--- src/rtl/switch_debouncer_if.sv ---
// Signal bundle between a raw switch pin and its debouncer.
// The master side drives the raw level; the slave side returns the cleaned level, edge pulses and busy.
interface switch_debouncer_if;
  logic sw_in;
  logic sw_out;
  logic rise_pulse;
  logic fall_pulse;
  logic busy;

  modport master (
    output sw_in,
    input  sw_out,
    input  rise_pulse,
    input  fall_pulse,
    input  busy
  );

  modport slave (
    input  sw_in,
    output sw_out,
    output rise_pulse,
    output fall_pulse,
    output busy
  );
endinterface

--- src/rtl/switch_debouncer.sv ---
// Single-switch debouncer: 2-flop synchronizer, free-running sample prescaler and a
// four-state qualifier producing a registered clean level plus one-cycle edge pulses.
module switch_debouncer #(
  parameter int unsigned TICK_DIV     = 25000,
  parameter int unsigned STABLE_COUNT = 10
) (
  input  logic               clk_in,
  input  logic               rst,
  switch_debouncer_if.slave  sw
);

  localparam int unsigned TW = (TICK_DIV > 1) ? $clog2(TICK_DIV) : 1;
  localparam int unsigned SW = $clog2(STABLE_COUNT + 1);
  localparam logic [TW-1:0] TICK_LAST = TW'(TICK_DIV - 1);
  localparam logic [SW-1:0] STAB_LAST = SW'(STABLE_COUNT - 1);

  typedef enum logic [1:0] {
    S_LOW,
    S_WAIT_H,
    S_HIGH,
    S_WAIT_L
  } state_t;

  logic          s1;
  logic          sw_sync;
  logic [TW-1:0] tick_cnt;
  logic          tick;
  logic [SW-1:0] stab_cnt;
  logic [SW-1:0] stab_cnt_n;
  state_t        state;
  state_t        state_n;
  logic          sw_out_q;
  logic          sw_out_n;
  logic          rise_q;
  logic          rise_n;
  logic          fall_q;
  logic          fall_n;

  always_ff @(posedge clk_in or posedge rst) begin
    if (rst) begin
      s1      <= 1'b0;
      sw_sync <= 1'b0;
    end else begin
      s1      <= sw.sw_in;
      sw_sync <= s1;
    end
  end

  // Prescaler free-runs; the FSM never resynchronises it, so qualification
  // latency varies by up to one tick period with prescaler phase.
  assign tick = (tick_cnt == TICK_LAST);

  always_ff @(posedge clk_in or posedge rst) begin
    if (rst) begin
      tick_cnt <= '0;
    end else if (tick) begin
      tick_cnt <= '0;
    end else begin
      tick_cnt <= tick_cnt + TW'(1);
    end
  end

  always_ff @(posedge clk_in or posedge rst) begin
    if (rst) begin
      state    <= S_LOW;
      stab_cnt <= '0;
      sw_out_q <= 1'b0;
      rise_q   <= 1'b0;
      fall_q   <= 1'b0;
    end else begin
      state    <= state_n;
      stab_cnt <= stab_cnt_n;
      sw_out_q <= sw_out_n;
      rise_q   <= rise_n;
      fall_q   <= fall_n;
    end
  end

  // Ticks are only counted while already in a WAIT state, so the tick on the
  // entry edge is skipped; the abort test precedes the tick test.
  always_comb begin
    state_n    = state;
    stab_cnt_n = stab_cnt;
    sw_out_n   = sw_out_q;
    rise_n     = 1'b0;
    fall_n     = 1'b0;
    unique case (state)
      S_LOW: begin
        if (sw_sync) begin
          state_n    = S_WAIT_H;
          stab_cnt_n = '0;
        end
      end
      S_WAIT_H: begin
        if (!sw_sync) begin
          state_n = S_LOW;
        end else if (tick) begin
          if (stab_cnt == STAB_LAST) begin
            state_n  = S_HIGH;
            sw_out_n = 1'b1;
            rise_n   = 1'b1;
          end else begin
            stab_cnt_n = stab_cnt + SW'(1);
          end
        end
      end
      S_HIGH: begin
        if (!sw_sync) begin
          state_n    = S_WAIT_L;
          stab_cnt_n = '0;
        end
      end
      S_WAIT_L: begin
        if (sw_sync) begin
          state_n = S_HIGH;
        end else if (tick) begin
          if (stab_cnt == STAB_LAST) begin
            state_n  = S_LOW;
            sw_out_n = 1'b0;
            fall_n   = 1'b1;
          end else begin
            stab_cnt_n = stab_cnt + SW'(1);
          end
        end
      end
      default: begin
        state_n = S_LOW;
      end
    endcase
  end

  assign sw.sw_out     = sw_out_q;
  assign sw.rise_pulse = rise_q;
  assign sw.fall_pulse = fall_q;
  assign sw.busy       = (state == S_WAIT_H) || (state == S_WAIT_L);

endmodule

--- src/flat_wrapper.sv ---
// flat-port wrapper written by rule: the top's interface ports become plain ports
module switch_debouncer_flat 
#(
  parameter int unsigned TICK_DIV     = 25000,
  parameter int unsigned STABLE_COUNT = 10
)
  (clk_in, rst, sw_sw_in, sw_sw_out, sw_rise_pulse, sw_fall_pulse, sw_busy);
  switch_debouncer_if sw_i ();
  input  logic clk_in;
  input  logic rst;
  input wire logic [$bits(sw_i.sw_in)-1:0] sw_sw_in;
  output wire logic [$bits(sw_i.sw_out)-1:0] sw_sw_out;
  output wire logic [$bits(sw_i.rise_pulse)-1:0] sw_rise_pulse;
  output wire logic [$bits(sw_i.fall_pulse)-1:0] sw_fall_pulse;
  output wire logic [$bits(sw_i.busy)-1:0] sw_busy;
  assign sw_i.sw_in = sw_sw_in;
  assign sw_sw_out = sw_i.sw_out;
  assign sw_rise_pulse = sw_i.rise_pulse;
  assign sw_fall_pulse = sw_i.fall_pulse;
  assign sw_busy = sw_i.busy;
  switch_debouncer #(.TICK_DIV(TICK_DIV), .STABLE_COUNT(STABLE_COUNT)) u_core (.clk_in(clk_in), .rst(rst), .sw(sw_i));
endmodule
--- config.mk ---
export PLATFORM = sky130hd
export DESIGN_NAME = switch_debouncer_flat
export DESIGN_NICKNAME = d
export VERILOG_FILES = /design/src/rtl/switch_debouncer_if.sv /design/src/rtl/switch_debouncer.sv /design/src/flat_wrapper.sv
export SDC_FILE = /design/constraint.sdc
export NUM_CORES = 1
export LEC_CHECK = 0
export ABC_AREA = 1
export CORE_MARGIN = 3
export CORE_UTILIZATION = 45
export DETAILED_ROUTE_END_ITERATION = 12
export PLACE_DENSITY = 0.67
export SLEW_MARGIN = 30
export SYNTH_ARGS = -nofsm -noshare
export SYNTH_HDL_FRONTEND = slang
export SYNTH_SLANG_ARGS = --single-unit
--- constraint.sdc ---
create_clock -name clk_in -period 2.2 [get_ports clk_in]
set_input_delay 0.22 -clock clk_in [delete_from_list [all_inputs] [get_ports clk_in]]
set_output_delay 0.22 -clock clk_in [all_outputs]
set_load 0.03 [all_outputs]
==> results.txt, run 1 <==
most common cell in the synthesized netlist - nand2_1
Slowest cell on crit path - clkdlybuf4s50_1
synthesis-stage register bit count - 26
worst vdd rail ir drop - 278 uV
Post-Syn Instances - 189
final setup fails - 0
clock slew at reported path FFs - 150 ps
CTS tree - built
Startpoint Class - flop
Slew Viols, Final - 0
largest stage delay on the critical path - 690 ps
DRC Markers - 0
Slew Limit Headroom - 78.1%
num rows - 19
share of cells above drive strength 1 - 11.1%
Mean Syn Cell Area - 7.67 sq um
Hold Violations, Final - 0
Slew @ Worst Pin - 328 ps
wirelength, routed - 2700 um
RePlAce Congestion - 0.933
Final HPWL DP - 2110 um
Critical Path AT - 1430 ps
Placement Cell Area - 1570 sq um
Tot GR Track Use - 16.1%
sequence of cells on the critical path - clkdlybuf4s50_1
Die H - 62.8 um
1st-iter DRT viols - 82
period utilization - 75.1%
area share of the largest cell type after synthesis - 44.9%
vias - 1160
total power - 0.835 mW
Met2 Wirelength - 1340 um
ANT nets after route - 0
Yosys warning total - 0
top_reg_cell synth - dfrtp_1
largest net degree at the start of global routing - 27
syn nets - 195
setup TNS - 0 ps
fmax - 605 MHz
Lkg Pwr - 0.888 nW
Area Overhead vs Synth - 11.6%
CTS-repair resized insts - 0
die area - 3940 sq um
# diodes - 0
vias in the first global route - 1192
Setup Buffers After CTS - 0
Critical Path End Type - output pin
Crit. Startpoint - u_core.state[0]
outcome - finished clean
initial antenna violation count - 0
number of library cell types mapped by synthesis - 22
Post-synth EDFFs - 0
FFs w/ async S/R, synth - 100%
Worst EP required - 1980 ps
met1 WL - 1210 um
Synth Cell Area - 1450 sq um
first-pass GRT wire length - 5160 um
drt wl/cell - 11.2 um
CTS Buffer Depth - 2
Critical Path Fanout Max - 4
Via density - 4.81
CP Class - reg -> out
Power Density - 516 nW/um^2
Clock Skews - 5.48 ps
filler cell count - 288
io pins - 7
Die X - 62.8 um
core area - 2900 sq um
post-synth top area cell - dfrtp_1
synth cell count leaders - 45 x nand2_1, 32 x nor2_1, 28 x inv_1
hold_ws - 241 ps
minimum clock period - 1650 ps
Port Buffers - 6
cts-stage hold buffer count - 0
R2R Path Start - u_core.tick_cnt[0]
RSZ-0062 raised after global routing - false
H-Tree Depth - 1
CTS buffer count - 3
Crit path buffers/inverters - 1
gr ovfl total - 0
post-synthesis sequential area ratio - 44.9%
Root Buffer - clkbuf_4
Routed met3 length - 91 um
worst min path class - in -> async
Highest Signal Layer - met4
Initial Util - 50.0%
Max Cap Viol - 0
DRT Pass-1 Iters - 4
CP delay by family, top - buffers and inverters
Final nets - 206
later-pin clock latency in the skew report - 320 ps
clk sinks - 26
top cells by area, synth - dfrtp_1 45%, nand2_1 12%, nor2_1 8.3%
Post-Layout Inst Area - 1620 sq um
-- routing by layer --
metal / GRT usage [%] / vias up
li1: - / 597
met1: 19.7 / 533
met2: 28.1 / 24
met3: 2.88 / 6
met4: 6.06 / 0
met5: 0 / -
-- cell usage in the layout (no fill, tap or decap), types with 2 or more instances in the layout --
master	count
nand3b_1	2
dfrtp_1	26
clkbuf_4	3
nand4_1	4
nor2_1	32
inv_1	28
o21ai_0	2
ha_1	3
nand3_1	13
nand2_2	4
a21oi_1	2
nor3_1	3
clkdlybuf4s50_1	6
nor2_2	4
nand2_1	45
inv_2	5
xor2_1	9
-- report_power, final --
group	internal, mW	leakage, nW	total [mW]	switching, mW
Clock	0.184	0.0279	0.327	0.143
Sequential	0.481	0.342	0.483	0.00194
Combinational	0.00767	0.518	0.0253	0.0176
Total	0.673	0.888	0.835	0.163
-- metrics by stage --
step,utilization (%),std cells,setup WS (ps)
floorplan,-,189,843
finish,55.8,241,548
global placement,54.0,237,778
detailed placement,54.0,237,696
CTS,55.8,241,537
global route,55.8,241,469
-- state kept, by name, summed over array words and instances (netlist names), named ones only --
register,flops
u_core.s1,1
u_core.stab_cnt,4
u_core.state,1
u_core.sw.fall_pulse,1
u_core.sw.rise_pulse,1
u_core.sw.sw_out,1
u_core.sw_sync,1
u_core.tick_cnt,15
-- cells by family after synthesis --
kind of cell	share of synthesized area (%)
compound gates	1.38
flops	44.9
fa+ha+maj	2.59
simple gates	36.3
buf+inv	8.80
xor+xnor	6.04
-- path summary, 6_finish.rpt --
kind	end	slack [ps]	cells past startpoint
worst min register to register	u_core.sw_sync	370	0
max in group asynchronous	u_core.tick_cnt[11]	1710	3
worst max register to register	u_core.sw.sw_out	670	8
worst min-delay path	u_core.tick_cnt[5]	240	3
min in group clk_in	u_core.s1	320	1
worst max-delay path	sw_busy	550	1
-- tightest hold or removal path: stages --
cell and delay [ps]:
clkdlybuf4s50_1 400, inv_1 50, buf_4 310
-- area by class of cell --
class | instances | area [sq um] | share of cell area [%]
repair buffers | 7 | 67.6 | 4.17
multi-input cells | 129 | 672 | 41.5
clock inverters | 1 | 30.0 | 1.85
well taps | 42 | 52.6 | 3.25
clock buffers | 3 | 22.5 | 1.39
inverters | 33 | 124 | 7.65
flip-flops and latches | 26 | 651 | 40.2
Power figures use the tool's default switching activity.
==> run 2, diff against run 1 <==
==> constraint.sdc (replaced) <==
create_clock -name clk_in -period 1.68 [get_ports clk_in]
set_input_delay 0.168 -clock clk_in [delete_from_list [all_inputs] [get_ports clk_in]]
set_output_delay 0.168 -clock clk_in [all_outputs]
set_load 0.03 [all_outputs]
==> run 2 against run 1 <==
Net effect: worst setup slack worse by 470 ps; clock-buffer cell count stayed put; non-clock buffer count stayed put; global-route usage unchanged; critical endpoint unchanged; combinational power rose by 31%; cell count is the same; register-to-register slack lost 480 ps; die area unchanged; clock skew about the same.
==> results.txt, run 2 (synthesis results as in run 1) <==
outcome - finished clean
die area - 3940 sq um
num rows - 19
largest reg by FF count - u_core.tick_cnt
# diodes - 0
Root Buffer - clkbuf_4
period utilization - 95.2%
first-pass GRT wire length - 5160 um
Power Density - 675 nW/um^2
Critical Path AT - 1430 ps
Slowest cell on crit path - clkdlybuf4s50_1
DRC Markers - 0
Tot GR Track Use - 16.1%
Area Overhead vs Synth - 11.7%
Final nets - 206
Crit path buffers/inverters - 1
Lkg Pwr - 0.887 nW
later-pin clock latency in the skew report - 320 ps
CTS tree - built
worst min path class - in -> async
Clock Skews - 5.48 ps
commonest non-fill, non-tap cells in the layout - 45 x nand2_1, 32 x nor2_1, 28 x inv_1
ANT nets after route - 0
Die X - 62.8 um
DRT Pass-1 Iters - 4
vias in the first global route - 1192
setup TNS - 0 ps
Via density - 4.81
Die H - 62.8 um
1st-iter DRT viols - 82
CTS Buffer Depth - 2
r2r endpoint - u_core.sw.sw_out
Worst EP required - 1510 ps
Slew Viols, Final - 0
worst vdd rail ir drop - 364 uV
hold_ws - 189 ps
most common cell after layout, fill and taps aside - nand2_1
largest stage delay on the critical path - 690 ps
Initial Util - 50.0%
CP Class - reg -> out
CTS buffer count - 3
RSZ-0062 raised after global routing - false
Critical Path End Type - output pin
Max Cap Viol - 0
sequence of cells on the critical path - clkdlybuf4s50_1
Setup Buffers After CTS - 0
Final HPWL DP - 2110 um
CTS-repair resized insts - 0
initial antenna violation count - 0
clk sinks - 26
Port Buffers - 6
share of cells above drive strength 1 - 11.6%
R2R cell count - 8
H-Tree Depth - 1
vias - 1160
Largest register FFs - 15
reg2reg setup slack - 190 ps
R2R Path Start - u_core.tick_cnt[0]
Hold Violations, Final - 0
Slew Limit Headroom - 78.1%
core area - 2900 sq um
fmax - 625 MHz
Final Core Density - 55.9%
cts-stage hold buffer count - 0
Largest regs - u_core.tick_cnt: 15 flops, u_core.stab_cnt: 4 flops
CP delay by family, top - buffers and inverters
Critical Path Fanout Max - 4
drt wl/cell - 11.2 um
wirelength, routed - 2700 um
io pins - 7
minimum clock period - 1600 ps
clock slew at reported path FFs - 150 ps
gr ovfl total - 0
RePlAce Congestion - 0.933
final setup fails - 0
Startpoint Class - flop
Slew @ Worst Pin - 328 ps
largest net degree at the start of global routing - 27
run 2: cell counts in the layout (fill, tap and decap cells not counted):
Identical to the previous run, type by type.
run 2: per-layer routing:
layer / part of all wire, % / vias up / track usage [%]
met4: 2.2 / 0 / 6.06
met3: 3.4 / 6 / 2.88
li1: - / 597 / -
met5: 0 / - / 0
met2: 50 / 24 / 28.1
met1: 45 / 533 / 19.7
run 2: report_power, final:
part	internal, mW	switching [mW]	total, mW
Sequential	0.630	0.00254	0.632
Clock	0.241	0.188	0.429
Combinational	0.0100	0.0231	0.0331
run 2: how the worst max path moves through the flow:
stage / slack (ps) / from / end / cells after the start
floorplan: 320 / u_core.tick_cnt[0] / u_core.sw.sw_out / 8
global placement: 260 / u_core.tick_cnt[0] / u_core.sw.sw_out / 8
detailed placement: 180 / u_core.tick_cnt[0] / u_core.sw.sw_out / 8
CTS: 70 / u_core.state[0] / sw_busy / 1
global route: 0.6 / u_core.state[0] / sw_busy / 1
finish: 80 / u_core.state[0] / sw_busy / 1
run 2: layout make-up:
cell class	count	area, sq um
fillers	287	1280
multi-input cells	129	672
flip-flops and latches	26	652
inverters	33	124
repair buffers	7	67.6
well taps	42	52.6
clock inverters	1	30.0
clock buffers	3	22.5
run 2: stage by stage:
stage	setup slack [ps]	total power, mW	std cells	instance area (sq um)
3_5_place_dp	176	0.678	237	1570
3_3_place_gp	258	0.677	237	1570
2_1_floorplan	323	0.664	189	1450
5_1_grt	0.584	1.14	241	1620
4_1_cts	68.9	1.10	241	1620
6_report	79.9	1.09	241	1620
